## src/rtl/alu_pkg.sv

```systemverilog
// Opcode map and datapath width shared by the ALU issue stage and the ALU it drives.
package alu_pkg;

   localparam int DW = 32;

   localparam logic [6:0] OP_ADD  = 7'h00;
   localparam logic [6:0] OP_SUB  = 7'h01;
   localparam logic [6:0] OP_MUL  = 7'h02;
   localparam logic [6:0] OP_DIV  = 7'h03;
   localparam logic [6:0] OP_AND  = 7'h04;
   localparam logic [6:0] OP_OR   = 7'h05;
   localparam logic [6:0] OP_XOR  = 7'h06;
   localparam logic [6:0] OP_NOR  = 7'h07;
   localparam logic [6:0] OP_SLL  = 7'h08;
   localparam logic [6:0] OP_SRL  = 7'h09;
   localparam logic [6:0] OP_SRA  = 7'h0A;
   localparam logic [6:0] OP_LAST = OP_SRA;

   function automatic logic is_illegal(input logic [6:0] op);
      return op > OP_LAST;
   endfunction

endpackage

```

## src/rtl/alu_regfile.sv

```systemverilog
// Register file: two combinational read ports, one synchronous write port, r0 hard-wired to zero.
module alu_regfile
   import alu_pkg::*;
#(
   parameter int NREGS = 16,
   parameter int AW    = $clog2(NREGS),
   parameter int RDW   = DW
) (
   input  logic           clk,
   input  logic           rst,
   input  logic [AW-1:0]  rd_addr_a,
   output logic [RDW-1:0] rd_data_a,
   input  logic [AW-1:0]  rd_addr_b,
   output logic [RDW-1:0] rd_data_b,
   input  logic           wr_en,
   input  logic [AW-1:0]  wr_addr,
   input  logic [RDW-1:0] wr_data
);

   logic [RDW-1:0] mem_q [NREGS];
   logic [RDW-1:0] mem_d [NREGS];

   always_comb begin
      mem_d = mem_q;
      if (wr_en && (wr_addr != '0)) begin
         mem_d[wr_addr] = wr_data;
      end
   end

   always_ff @(posedge clk) begin
      if (rst) begin
         for (int i = 0; i < NREGS; i++) begin
            mem_q[i] <= '0;
         end
      end else begin
         mem_q <= mem_d;
      end
   end

   assign rd_data_a = (rd_addr_a == '0) ? '0 : mem_q[rd_addr_a];
   assign rd_data_b = (rd_addr_b == '0) ? '0 : mem_q[rd_addr_b];

endmodule

```

## src/rtl/alu_issue_stage.sv

```systemverilog
// Issue/writeback stage around an external combinational ALU: operand read with
// forwarding at issue, one E-stage slot, retirement with error pulses and a retire counter.
module alu_issue_stage
   import alu_pkg::*;
#(
   parameter int NREGS = 16,
   parameter int AW    = $clog2(NREGS),
   parameter int SDW   = DW
) (
   input  logic           clk,
   input  logic           rst,
   input  logic           in_valid,
   output logic           in_ready,
   input  logic [6:0]     in_op,
   input  logic [AW-1:0]  in_rd,
   input  logic [AW-1:0]  in_rs1,
   input  logic [AW-1:0]  in_rs2,
   input  logic           in_use_imm,
   input  logic [SDW-1:0] in_imm,
   output logic [SDW-1:0] alu_a,
   output logic [SDW-1:0] alu_b,
   output logic [6:0]     alu_op,
   input  logic [SDW-1:0] alu_result,
   output logic           wb_valid,
   input  logic           wb_ready,
   output logic [AW-1:0]  wb_rd,
   output logic [SDW-1:0] wb_data,
   output logic           err_illegal,
   output logic           err_div0,
   output logic [31:0]    retire_count
);

   logic           e_valid_q, e_valid_d;
   logic [AW-1:0]  e_rd_q, e_rd_d;
   logic           e_illegal_q, e_illegal_d;
   logic [SDW-1:0] alu_a_q, alu_a_d;
   logic [SDW-1:0] alu_b_q, alu_b_d;
   logic [6:0]     alu_op_q, alu_op_d;
   logic [31:0]    retire_count_q, retire_count_d;
   logic           err_illegal_q, err_illegal_d;
   logic           err_div0_q, err_div0_d;

   logic           retire, accept, div0, suppress, fwd_ok;
   logic [SDW-1:0] rf_a, rf_b, opnd_a, opnd_b;

   alu_regfile #(.NREGS(NREGS), .AW(AW), .RDW(SDW)) u_regfile (
      .clk       (clk),
      .rst       (rst),
      .rd_addr_a (in_rs1),
      .rd_data_a (rf_a),
      .rd_addr_b (in_rs2),
      .rd_data_b (rf_b),
      .wr_en     (retire && !suppress),
      .wr_addr   (e_rd_q),
      .wr_data   (alu_result)
   );

   assign div0     = (alu_op_q == OP_DIV) && (alu_b_q == '0);
   assign suppress = e_illegal_q || div0;
   assign retire   = e_valid_q && wb_ready;
   assign in_ready = !e_valid_q || wb_ready;
   assign accept   = in_valid && in_ready;
   // rd==0 never matches a nonzero rs, so r0 writes can not leak through forwarding
   assign fwd_ok   = retire && !suppress;

   always_comb begin
      opnd_a = rf_a;
      if (in_rs1 == '0) begin
         opnd_a = '0;
      end else if (fwd_ok && (e_rd_q == in_rs1)) begin
         opnd_a = alu_result;
      end

      opnd_b = rf_b;
      if (in_use_imm) begin
         opnd_b = in_imm;
      end else if (in_rs2 == '0) begin
         opnd_b = '0;
      end else if (fwd_ok && (e_rd_q == in_rs2)) begin
         opnd_b = alu_result;
      end
   end

   always_comb begin
      e_valid_d      = e_valid_q;
      e_rd_d         = e_rd_q;
      e_illegal_d    = e_illegal_q;
      alu_a_d        = alu_a_q;
      alu_b_d        = alu_b_q;
      alu_op_d       = alu_op_q;
      retire_count_d = retire_count_q;
      err_illegal_d  = retire && e_illegal_q;
      err_div0_d     = retire && div0;

      if (retire || accept) begin
         e_valid_d = accept;
      end
      if (retire) begin
         retire_count_d = retire_count_q + 32'd1;
      end
      if (accept) begin
         e_rd_d      = in_rd;
         e_illegal_d = is_illegal(in_op);
         alu_a_d     = opnd_a;
         alu_b_d     = opnd_b;
         alu_op_d    = in_op;
      end
   end

   always_ff @(posedge clk) begin
      if (rst) begin
         e_valid_q      <= 1'b0;
         e_rd_q         <= '0;
         e_illegal_q    <= 1'b0;
         alu_a_q        <= '0;
         alu_b_q        <= '0;
         alu_op_q       <= '0;
         retire_count_q <= '0;
         err_illegal_q  <= 1'b0;
         err_div0_q     <= 1'b0;
      end else begin
         e_valid_q      <= e_valid_d;
         e_rd_q         <= e_rd_d;
         e_illegal_q    <= e_illegal_d;
         alu_a_q        <= alu_a_d;
         alu_b_q        <= alu_b_d;
         alu_op_q       <= alu_op_d;
         retire_count_q <= retire_count_d;
         err_illegal_q  <= err_illegal_d;
         err_div0_q     <= err_div0_d;
      end
   end

   assign alu_a        = alu_a_q;
   assign alu_b        = alu_b_q;
   assign alu_op       = alu_op_q;
   assign wb_valid     = e_valid_q;
   assign wb_rd        = e_rd_q;
   assign wb_data      = suppress ? '0 : alu_result;
   assign err_illegal  = err_illegal_q;
   assign err_div0     = err_div0_q;
   assign retire_count = retire_count_q;

endmodule
```

## config.mk

```make
export PLATFORM = sky130hd
export DESIGN_NAME = alu_issue_stage
export DESIGN_NICKNAME = d
export VERILOG_FILES = /design/src/rtl/alu_pkg.sv /design/src/rtl/alu_regfile.sv /design/src/rtl/alu_issue_stage.sv
export SDC_FILE = /design/constraint.sdc
export NUM_CORES = 2
export LEC_CHECK = 0
export CORE_AREA = 2 2 232 234
export DETAILED_ROUTE_END_ITERATION = 10
export DIE_AREA = 0 0 234 236
export GPL_ROUTABILITY_DRIVEN = 1
export PLACE_DENSITY_LB_ADDON = 0.08
export SETUP_SLACK_MARGIN = 0.2
export SYNTH_ARGS = -nofsm -noshare
export SYNTH_HDL_FRONTEND = slang
export SYNTH_HIERARCHICAL = 1
export SYNTH_SLANG_ARGS = --single-unit
export TNS_END_PERCENT = 10
```

## constraint.sdc

```tcl
create_clock -name clk -period 6.54 [get_ports clk]
set_clock_uncertainty 0.1 [all_clocks]
set_input_delay 1.635 -clock clk [delete_from_list [all_inputs] [get_ports clk]]
set_output_delay 1.635 -clock clk [all_outputs]
set_load 0.01 [all_outputs]
```

==> key figures <==
Synth
  – Synthesis-stage register bit count: 592
  – Mapped Area: 0.0313 mm2
  – Largest family of logic cells by synthesized area: compound AO/OA/AOI/OAI gates
  – Post-synthesis mux area share: 0.162
  – Area fraction of the dominant cell type after synthesis: 0.379
  – Most common flop cell mapped by yosys: dfxtp_1
  – Post-synth EDFFs: 0
  – Post-Synth Adder-Cell Area: 0.000400
  – Syn Area/Cell: 8.54 um2
  – Netlist cell types: 49
  – Ys Warns: 6
  – Syn nets: 3751
  – Xor/xnor cell area share of the yosys netlist: 0.00812
  – Async set-reset flop share out of synthesis: 0
  – Post-synthesis simple-gate area fraction: 0.161
  – Leading area contributor after synthesis: dfxtp_1
  – Area contributors post-synth: dfxtp_1 38%, mux4_2 14%, a21oi_1 8.5%, nand3_1 8.4%, o21ai_0 7.0%
  – Synth Instances: 3662
  – Sequential fraction of the synthesis area: 0.379
  – Compound-cell area share of the yosys netlist: 0.220

Placement
  – DPL Wire Length: 62000 um
  – Buffers on Ports: 230
  – GP Congestion: 0.891

Cells and area
  – Fill cell total of the finished layout: 4246
  – Share of layout cells above drive strength 1: 0.130
  – Nets@finish: 3669
  – Area Growth Syn to Fin: 13.4%

Routing
  – DR WL/cell: 26.9 um
  – Vias: 31497
  – DRT antenna net count: 0
  – Detailed Route Iter0 Violations: 5259
  – DRC violations left: 0
  – Routed wire length: 116000 um
  – First-pass DRT Iterations: 6
  – Vias per Instance: 7.29

Global route
  – Global route total overflow: 0
  – First-pass GRT wire length: 176000 um
  – All-layer global routing usage: 0.409
  – Vias in the first global route: 30163
  – Pin count of the biggest net entering global routing: 212
  – Initial antenna violation count: 5

Timing
  – Unrepaired setup endpoints after global routing: no
  – Setup TNS: 0 ns
  – Fin. Hold Viols: 0
  – Rel. slew slack: 0.130
  – Fmax: 183 MHz
  – Fin crit share: 0.834
  – Tmin final: 5.45 ns
  – Setup Viol. Count Final: 0
  – Worst hold slack: 0.368 ns
  – Worst-Margin Slew: 1.31 ns
  – Slew Viols, Final: 0

Clock network
  – Clock Path Buffers: 3
  – Setup bufs post-CTS: 0
  – Root buffer cell: clkbuf_16
  – Sink Count: 592
  – TritonCTS clock tree: built
  – Resize count post-CTS: 0
  – Hold_buf cts: 0
  – Total CTS buffers: 67
  – H-tree depth: 3
  – Worst-Skew Late Latency: 0.62 ns
  – Clk slew on worst S/H paths: 0.06 ns

Die
  – Core Area: 0.0531 mm2
  – Initial Utilization: 0.589
  – Chip width: 234 um
  – Die ar.: 0.0552 mm2
  – Row cnt: 85
  – I/O pin cnt: 231
  – Die Span Y: 236 um

Setup path
  – CP Class: register to output pin
  – Crit path DAT: 3.72 ns
  – CP max FO: 38
  – Req. time, crit path: 4.81 ns
  – Crit end category: output pin
  – Worst Reg2Reg Path Length in Cells: 9
  – Critical path startpoint category: register

Hold path
  – Hold crit path type: register to register
  – Hold Path Stages: 2

Power
  – Clock Power Share: 0.440
  – IR drop worst, VDD: 184 uV
  – Flop pwr share: 0.436
  – Static leakage: 0.0111 uW
  – Power per Cell Area: 239 mW/mm2
  – Sw Share: 0.270
  – Pint: 6180 uW
  – P_sw: 2290 uW
  – Comb pwr share: 0.124
  – Overall Power: 8470 uW

Status
  – Status: complete, no violations

Flow run
  – Max-cap violations: 0
==> Yosys cell counts, types with 2 or more instances <==
library cell,count
nor3_1,73
and4_1,3
o2111ai_1,32
nor4_1,19
clkbuf_1,315
nand2_1,202
nand3_1,522
a221oi_1,64
dfxtp_1,592
xor2_1,9
clkbuf_2,2
o21ai_1,48
mux2_2,65
a21oi_1,534
xnor2_1,20
mux4_2,192
buf_2,93
a21o_1,2
nand4_1,40
nor2_1,90
inv_1,44
buf_4,13
or3_1,10
nand3b_1,4
buf_6,19
buf_1,13
o211ai_1,64
nand2b_1,8
o21ai_0,440
o22ai_1,63
and2_1,37
and3b_1,2
nor2b_1,8
or2_2,3
nor4b_1,3
==> worst max-delay path, stage by stage (launching register included) <==
cell,delay (ns)
dfxtp_1,0.32
nor4_1,0.63
nand4_1,0.33
o31a_2,0.74
buf_4,0.38
and2_1,0.23
clkdlybuf4s50_1,0.49
==> area by class of cell <==
class                           instances  area [um2]  area share
Antenna cell                            1        2.50   0.0000706
Clock buffer                          102        2100      0.0593
Clock inverter                         11        58.8     0.00166
Inverter                               44         165     0.00466
Multi-Input combinational cell       2571       17400       0.490
Sequential cell                       592       11900       0.334
Tap cell                              696         871      0.0246
Timing Repair Buffer                  304        3030      0.0854
==> final timing paths <==
check / start / endpoint / slack (ns)
max: alu_b[27] / wb_data[2] / 1.09
min: alu_a[20] / alu_a[20] / 0.37
max reg2reg: alu_b[27] / u_regfile/mem_q[123] / 2.34
min reg2reg: alu_a[20] / alu_a[20] / 0.37
==> cells in the final DEF, fill, tap and decap left out, types with 3 or more instances in the layout <==
| cell type | instances |
|---|---|
| a221oi_1 | 64 |
| o21ai_0 | 440 |
| nand4_1 | 40 |
| nor3_1 | 72 |
| clkbuf_1 | 10 |
| clkdlybuf4s50_1 | 225 |
| and4_1 | 3 |
| nand2b_2 | 4 |
| o21ai_1 | 48 |
| buf_6 | 3 |
| nand3b_1 | 4 |
| nand2_1 | 200 |
| xnor2_1 | 20 |
| xor2_1 | 9 |
| and2_1 | 35 |
| buf_4 | 62 |
| a21oi_1 | 534 |
| mux4_2 | 192 |
| o22ai_1 | 63 |
| clkinv_2 | 10 |
| inv_1 | 44 |
| nand3_1 | 521 |
| clkbuf_16 | 71 |
| nor4b_1 | 3 |
| o2111ai_1 | 32 |
| or2_2 | 4 |
| buf_12 | 13 |
| mux2_2 | 65 |
| dfxtp_1 | 592 |
| nor2b_1 | 4 |
| nor2_1 | 87 |
| o211ai_1 | 64 |
| clkbuf_8 | 21 |
| or3_1 | 10 |
| nor4_1 | 19 |
==> routing by layer <==
layer / up-vias / wire [um] / GRT usage
li1: 13455 / - / -
met1: 15118 / 42700 / 0.542
met2: 2464 / 50800 / 0.615
met3: 450 / 17200 / 0.120
met4: 10 / 5340 / 0.187
met5: - / 74 / 0
==> registers in the layout (all words and copies together), names as in the netlist <==
register,count
alu_a,32
alu_b,32
alu_op,7
e_illegal_q,1
err_div0,1
err_illegal,1
retire_count,32
u_regfile/mem_q,481
wb_rd,4
wb_valid,1
==> cells by family (layout without fill, tap and decap cells) <==
group / count (synthesis) / in the layout
compound gates: 1253 / 1253
simple gates: 1031 / 1031
flops: 592 / 592
buf+inv: 499 / 461
mux: 257 / 257
xor+xnor: 29 / 29
fa+ha+maj: 1 / 1
other cells: 0 / 1
==> per-stage QoR <==
| stage | worst slack (ns) | instances | util | cell area (um2) |
|---|---|---|---|---|
| after floorplan | 2.98 | 3662 | - | 31300 |
| after global placement | 1.42 | 4207 | 0.627 | 33300 |
| after detailed placement | 1.40 | 4207 | 0.627 | 33300 |
| after CTS | 1.11 | 4320 | 0.668 | 35500 |
| after global routing | 0.996 | 4320 | 0.668 | 35500 |
| final | 1.09 | 4321 | 0.668 | 35500 |
==> power by group through the flow <==
stage	combinational [uW]	clock, uW	sequential, uW
3_5_place_dp	1000	0	3780
6_report	1050	3730	3700
4_1_cts	1000	3730	3700
3_3_place_gp	994	0	3770
2_1_floorplan	539	0	3770
5_1_grt	1080	3900	3700
Note: power is estimated with default switching activity, not from simulation.
